==> src/rtl/lsf_segment_collector.sv <==
// LSF segment collector: gathers the inner/middle/outer segments tagged with
// each sector-logic candidate id and hands one combined record per candidate
// to the pT calculator, strictly in candidate arrival order.
//
// Output handshake: a record is offered while out_vld is high and is consumed
// on any clock edge where out_vld && out_ready. While out_vld && !out_ready
// every out_* field holds its value. out_vld never drops without a transfer.
module lsf_segment_collector #(
    parameter int SEG_W = 32,   // segment-finder to pT-calc word length
    parameter int ID_W  = 4,
    parameter int NSLOT = 4,
    parameter int TMO_W = 10,
    parameter int CNT_W = 16
) (
    input  logic             clock,
    input  logic             reset,
    input  logic             slc_vld,
    input  logic [ID_W-1:0]  slc_id,
    input  logic             seg_i_vld,
    input  logic             seg_m_vld,
    input  logic             seg_o_vld,
    input  logic [ID_W-1:0]  seg_i_id,
    input  logic [ID_W-1:0]  seg_m_id,
    input  logic [ID_W-1:0]  seg_o_id,
    input  logic [SEG_W-1:0] seg_i,
    input  logic [SEG_W-1:0] seg_m,
    input  logic [SEG_W-1:0] seg_o,
    input  logic [TMO_W-1:0] timeout_count,
    output logic             slc_full,
    output logic             out_vld,
    input  logic             out_ready,
    output logic [ID_W-1:0]  out_id,
    output logic [SEG_W-1:0] out_seg_i,
    output logic [SEG_W-1:0] out_seg_m,
    output logic [SEG_W-1:0] out_seg_o,
    output logic [2:0]       out_mask,
    output logic             out_timeout,
    output logic [CNT_W-1:0] drop_slc_cnt,
    output logic [CNT_W-1:0] orphan_seg_cnt,
    output logic [CNT_W-1:0] timeout_cnt
);

    localparam int PTR_W = (NSLOT > 1) ? $clog2(NSLOT) : 1;
    localparam int OCC_W = $clog2(NSLOT + 1);

    // Slot storage; station index 0 = inner, 1 = middle, 2 = outer
    logic [ID_W-1:0]  r_id    [NSLOT];
    logic [SEG_W-1:0] r_seg   [NSLOT][3];
    logic [2:0]       r_mask  [NSLOT];
    logic [TMO_W-1:0] r_timer [NSLOT];
    logic [NSLOT-1:0] r_open;
    logic [NSLOT-1:0] r_tmo;
    logic [PTR_W-1:0] r_head;
    logic [PTR_W-1:0] r_tail;
    logic [OCC_W-1:0] r_occ;
    logic [CNT_W-1:0] r_drop_cnt;
    logic [CNT_W-1:0] r_orph_cnt;
    logic [CNT_W-1:0] r_tmo_cnt;

    logic [2:0]       w_seg_vld;
    logic [ID_W-1:0]  w_seg_id  [3];
    logic [SEG_W-1:0] w_seg_dat [3];
    logic [NSLOT-1:0] w_store   [3];
    logic [2:0]       w_orphan;
    logic [1:0]       w_orph_n;
    logic             w_dup;
    logic             w_full;
    logic             w_alloc;
    logic             w_drop;
    logic             w_pop;
    logic             w_out_vld;
    logic [NSLOT-1:0] w_tinc;
    logic [NSLOT-1:0] w_tmo_hit;

    assign w_seg_vld    = {seg_o_vld, seg_m_vld, seg_i_vld};
    assign w_seg_id[0]  = seg_i_id;
    assign w_seg_id[1]  = seg_m_id;
    assign w_seg_id[2]  = seg_o_id;
    assign w_seg_dat[0] = seg_i;
    assign w_seg_dat[1] = seg_m;
    assign w_seg_dat[2] = seg_o;

    function automatic logic [CNT_W-1:0] sat_add(input logic [CNT_W-1:0] c,
                                                 input logic [1:0] n);
        logic [CNT_W:0] s;
        s = {1'b0, c} + {{(CNT_W-1){1'b0}}, n};
        return s[CNT_W] ? {CNT_W{1'b1}} : s[CNT_W-1:0];
    endfunction

    // Segment matching: a station word lands only in an open, not-yet-filled,
    // not-timed-out slot; everything else is counted as an orphan
    always_comb begin
        for (int s = 0; s < 3; s++) begin
            w_store[s] = '0;
        end
        w_orphan = '0;
        for (int s = 0; s < 3; s++) begin
            for (int k = 0; k < NSLOT; k++) begin
                w_store[s][k] = w_seg_vld[s] & r_open[k] & (r_id[k] == w_seg_id[s])
                                & ~r_mask[k][s] & ~r_tmo[k];
            end
            w_orphan[s] = w_seg_vld[s] & ~(|w_store[s]);
        end
        w_orph_n = {1'b0, w_orphan[0]} + {1'b0, w_orphan[1]} + {1'b0, w_orphan[2]};
    end

    // Allocation decision and per-slot timer control
    always_comb begin
        w_dup     = 1'b0;
        w_tinc    = '0;
        w_tmo_hit = '0;
        for (int k = 0; k < NSLOT; k++) begin
            if (r_open[k] && r_id[k] == slc_id) w_dup = 1'b1;
            w_tinc[k] = r_open[k] & (r_mask[k] != 3'b111) & (r_timer[k] != {TMO_W{1'b1}});
            w_tmo_hit[k] = w_tinc[k] & (timeout_count != '0)
                           & ((r_timer[k] + TMO_W'(1)) == timeout_count);
        end
        w_full  = (r_occ == OCC_W'(NSLOT));
        w_alloc = slc_vld & ~w_full & ~w_dup;
        w_drop  = slc_vld & ~w_alloc;
    end

    // Head presentation: record data gated to zero when nothing is offered
    always_comb begin
        w_out_vld   = r_open[r_head] & ((r_mask[r_head] == 3'b111) | r_tmo[r_head]);
        w_pop       = w_out_vld & out_ready;
        out_vld     = w_out_vld;
        out_id      = w_out_vld ? r_id[r_head] : '0;
        out_seg_i   = w_out_vld ? r_seg[r_head][0] : '0;
        out_seg_m   = w_out_vld ? r_seg[r_head][1] : '0;
        out_seg_o   = w_out_vld ? r_seg[r_head][2] : '0;
        out_mask    = w_out_vld ? r_mask[r_head] : '0;
        out_timeout = w_out_vld & (r_mask[r_head] != 3'b111);
    end

    assign slc_full       = w_full;
    assign drop_slc_cnt   = r_drop_cnt;
    assign orphan_seg_cnt = r_orph_cnt;
    assign timeout_cnt    = r_tmo_cnt;

    // Slot contents: timer/flag, segment capture, free on pop, init on alloc
    always_ff @(posedge clock or posedge reset) begin
        if (reset) begin
            for (int k = 0; k < NSLOT; k++) begin
                r_id[k]    <= '0;
                r_mask[k]  <= '0;
                r_timer[k] <= '0;
                for (int s = 0; s < 3; s++) begin
                    r_seg[k][s] <= '0;
                end
            end
            r_open <= '0;
            r_tmo  <= '0;
        end else begin
            for (int k = 0; k < NSLOT; k++) begin
                if (w_tinc[k])    r_timer[k] <= r_timer[k] + TMO_W'(1);
                if (w_tmo_hit[k]) r_tmo[k]   <= 1'b1;
                for (int s = 0; s < 3; s++) begin
                    if (w_store[s][k]) begin
                        r_seg[k][s]  <= w_seg_dat[s];
                        r_mask[k][s] <= 1'b1;
                    end
                end
                if (w_pop && r_head == PTR_W'(k)) begin
                    r_open[k] <= 1'b0;
                    r_tmo[k]  <= 1'b0;
                    r_mask[k] <= '0;
                end
                if (w_alloc && r_tail == PTR_W'(k)) begin
                    r_open[k]  <= 1'b1;
                    r_id[k]    <= slc_id;
                    r_mask[k]  <= '0;
                    r_timer[k] <= '0;
                    r_tmo[k]   <= 1'b0;
                    for (int s = 0; s < 3; s++) begin
                        r_seg[k][s] <= '0;
                    end
                end
            end
        end
    end

    // Queue pointers and occupancy; pointers wrap naturally (NSLOT is 2^n)
    always_ff @(posedge clock or posedge reset) begin
        if (reset) begin
            r_head <= '0;
            r_tail <= '0;
            r_occ  <= '0;
        end else begin
            if (w_pop)   r_head <= r_head + PTR_W'(1);
            if (w_alloc) r_tail <= r_tail + PTR_W'(1);
            case ({w_alloc, w_pop})
                2'b10:   r_occ <= r_occ + OCC_W'(1);
                2'b01:   r_occ <= r_occ - OCC_W'(1);
                default: r_occ <= r_occ;
            endcase
        end
    end

    // Saturating monitor counters
    always_ff @(posedge clock or posedge reset) begin
        if (reset) begin
            r_drop_cnt <= '0;
            r_orph_cnt <= '0;
            r_tmo_cnt  <= '0;
        end else begin
            r_drop_cnt <= sat_add(r_drop_cnt, {1'b0, w_drop});
            r_orph_cnt <= sat_add(r_orph_cnt, w_orph_n);
            r_tmo_cnt  <= sat_add(r_tmo_cnt, {1'b0, w_pop & out_timeout});
        end
    end

endmodule
==> config.mk <==
export PLATFORM = sky130hd
export DESIGN_NAME = lsf_segment_collector
export DESIGN_NICKNAME = d
export VERILOG_FILES = /design/src/rtl/lsf_segment_collector.sv
export SDC_FILE = /design/constraint.sdc
export NUM_CORES = 1
export LEC_CHECK = 0
export CAP_MARGIN = 20
export CORE_AREA = 3 3 184 258
export CTS_CLUSTER_DIAMETER = 200
export DETAILED_ROUTE_END_ITERATION = 16
export DIE_AREA = 0 0 187 261
export HOLD_SLACK_MARGIN = 0.08
export PLACE_DENSITY = 0.83
export SYNTH_ARGS = -nofsm -noshare
export SYNTH_HDL_FRONTEND = slang
export SYNTH_SLANG_ARGS = --single-unit
==> constraint.sdc <==
create_clock -name clock -period 43 [get_ports clock]
set_input_delay 8.6 -clock clock [delete_from_list [all_inputs] [get_ports clock]]
set_output_delay 8.6 -clock clock [all_outputs]
set_load 0.02 [all_outputs]
==> results.cfg <==
[yosys]
synth_fp_nets = 2588
synth_top_area_share_pct = 47.6
synth_edf_count = 0
synthArstFlopShare_pct = 100
synth_common_cells = dfrtp_1, nor2_1, mux2i_1
synth_seq_cells = 515
yosysSeqAreaShare_pct = 47.6
yosys_most_used_dff = dfrtp_1
synth_top_area_cell = dfrtp_1
yosys.cell_types.count = 56
synth_most_common_cell = dfrtp_1
syn_area_per_cell_um2 = 11.1
synth_cells = 2437
syn_area_mm2 = 0.0271
yosysWarnings = 0
ys_top_cells_by_area = dfrtp_1, mux2i_1, mux4_2

[grt]
grt_pass1_wl_um = 114000
grt_pass1_vias = 21300
grt_max_degree = 187
antenna_found_initial = 17
grt_usage_pct = 29.1
grt-ovfl-total = 0

[timing]
setup-violations-final = 0
worst_slew_pin_slew_ns = 1.03
rsz0062_at_grt = false
setup_slack_ns = 29.32
fin_crit_ns = 13.68
fmax_ghz = 0.0731
final_hold_viol_count = 0
clock-skew-final_ns = 0.0185
slew_violations = 0
maxSlewHeadroom_pct = 31.4
period_share_pct = 31.8
setup_tns_ns = 0

[layout]
layout.nets = 2768
area_growth_pct = 16.5
final_util_pct = 69.8
seq_area_mm2 = 0.0129
multiInputGateArea_mm2 = 0.0130
n_fill_cell = 3211
fin_cells = 3278
drive_above_1_share_pct = 10.7

[placement]
portBuffers = 282
place_congestion = 0.919
place_hpwl_um = 44700
post-place-cells = 3173
dpl_worst_slack_ns = 29.54

[critical_path]
reg2reg_from = r_head[1]
worstPathRequired_ns = 34.40
r2r-end = r_occ[2]
r2r_cells = 14
worstSetupStartpointType = register
critical_path.max_fanout = 73
arrival_ns = 5.08
r2r_slack_ns = 37.98
cp-end-kind = primary output
crit_type = register to primary output

[clock_network]
holdBufCountCts = 0
cts_resized = 0
clock_latency_ns = 0.58
cts.sinks = 515
post_cts_buffers = 0
cts-buffers-inserted = 51
path_clk_slew_ns = 0.06
clk_path_buf_depth = 3
root_buffer = clkbuf_16
htreeDepth = 2
cts_tree = yes

[drt]
initialDrtViolationCount = 1385
vias = 19700
antenna_left = 0
drt-total-wl_um = 70700
vias_per_cell = 6.01
dr.pass1.iters = 5
wire_per_inst_um = 21.6
drc = 0

[pwr]
power.density_mw_per_mm2 = 63.3
peakVddDrop_mv = 0.0444
leakage_nw = 13.3

[die]
rows = 92
dieArea_mm2 = 0.0488
core-area_mm2 = 0.0452
io_pins = 283
dieWidth_um = 187
start_util_pct = 59.9
die-height_um = 261

[hold_path]
min-delay-start = r_occ[2]
hp-class = register to register
holdPathStages = 1
min_to = r_occ[2]

[job]
maxCapViolCount = 0

[run_status]
status = complete, no violations
## layout make-up
| cell class | instances | area share [%] |
|---|---|---|
| tap | 611 | 2.42 |
| multi-input combinational | 1715 | 41.2 |
| clock inverter | 16 | 0.638 |
| timing repair buffer | 308 | 9.73 |
| inverter | 26 | 0.333 |
| antenna | 13 | 0.103 |
| clock buffer | 74 | 4.73 |
| sequential | 515 | 40.9 |
## stage by stage
| stage | power, mW | instance area (µm²) | hold slack [ns] |
|---|---|---|---|
| 5_1_grt | 2.11 | 31600 | 0.491 |
| 2_1_floorplan | 1.34 | 27100 | 0.435 |
| 3_5_place_dp | 1.54 | 29800 | 0.459 |
| 4_1_cts | 2.00 | 31500 | 0.471 |
| 3_3_place_gp | 1.50 | 29800 | 0.450 |
| 6_report | 2.00 | 31600 | 0.472 |
## layout by cell type (no fill, tap or decap), types with 19 or more instances in the layout
master           synthesis  final
dfrtp_1                515    513
nor2_1                 408    408
mux2i_1                327    327
clkdlybuf4s50_1          0    282
nand2_1                212    212
nor2b_1                108    108
mux4_2                 105    105
xor2_1                  98     98
xnor2_1                 77     77
a21oi_1                 52     52
clkbuf_16                0     52
nor3_1                  38     38
nand3_1                 40     38
inv_1                   26     25
buf_4                   35     23
mux2_2                  21     21
o21ai_0                 20     20
a21oi_2                 20     20
ha_1                    19     19
## sequential cells by signal, indices dropped and copies added, names as in the netlist
| register | cells |
|---|---|
| drop_slc_cnt | 16 |
| orphan_seg_cnt | 16 |
| r_head | 2 |
| r_id | 16 |
| r_mask | 12 |
| r_occ | 3 |
| r_open | 4 |
| r_seg | 384 |
| r_tail | 2 |
| r_timer | 40 |
| r_tmo | 4 |
| timeout_cnt | 16 |
## metal layers
metal | share of wire (%) | wire [µm] | up-vias | global-route usage (%)
li1 | - | - | 8695 | -
met1 | 38 | 27000 | 10100 | 35.4
met2 | 52 | 36500 | 688 | 51.0
met3 | 5.8 | 4080 | 182 | 4.51
met4 | 4.4 | 3110 | 8 | 14.3
met5 | 0.078 | 55 | - | 0
## where the power goes
part / total, mW / leakage (nW) / switching (mW) / internal (mW)
registers: 0.806 / 6.90 / 0.151 / 0.655
logic: 0.738 / 5.58 / 0.392 / 0.345
clock network: 0.454 / 0.836 / 0.189 / 0.265
total: 2.00 / 13.3 / 0.733 / 1.26
## worst max-delay path by stage
stage               startpoint              end  slack [ns]  depth (start not counted)
global placement     r_head[1]     out_seg_m[2]       29.72                          7
CTS                  r_head[1]    out_seg_o[30]       28.94                          7
global route         r_head[0]    out_seg_m[23]       29.07                          6
detailed placement   r_head[1]    out_seg_o[14]       29.54                          7
finish               r_head[1]    out_seg_o[30]       29.32                          8
floorplan                reset  drop_slc_cnt[0]       20.02                          1
## worst max-delay path, cell delays in order (launching register included)
cell and delay [ns]:
dfrtp_4 0.78, buf_4 0.41, buf_16 0.34, mux4_2 0.37, and3_1 0.23, o21ai_4 0.78, buf_4 0.78, nor2b_1 0.13
clkdlybuf4s50_1 0.59
## cells by family after synthesis
family	synth area share (%)
compound gates	3.34
buf+inv	4.64
flops	47.6
fa+ha+maj	1.10
xor+xnor	5.66
mux	21.7
simple gates	16.0
Note: power is estimated with default switching activity, not from simulation.
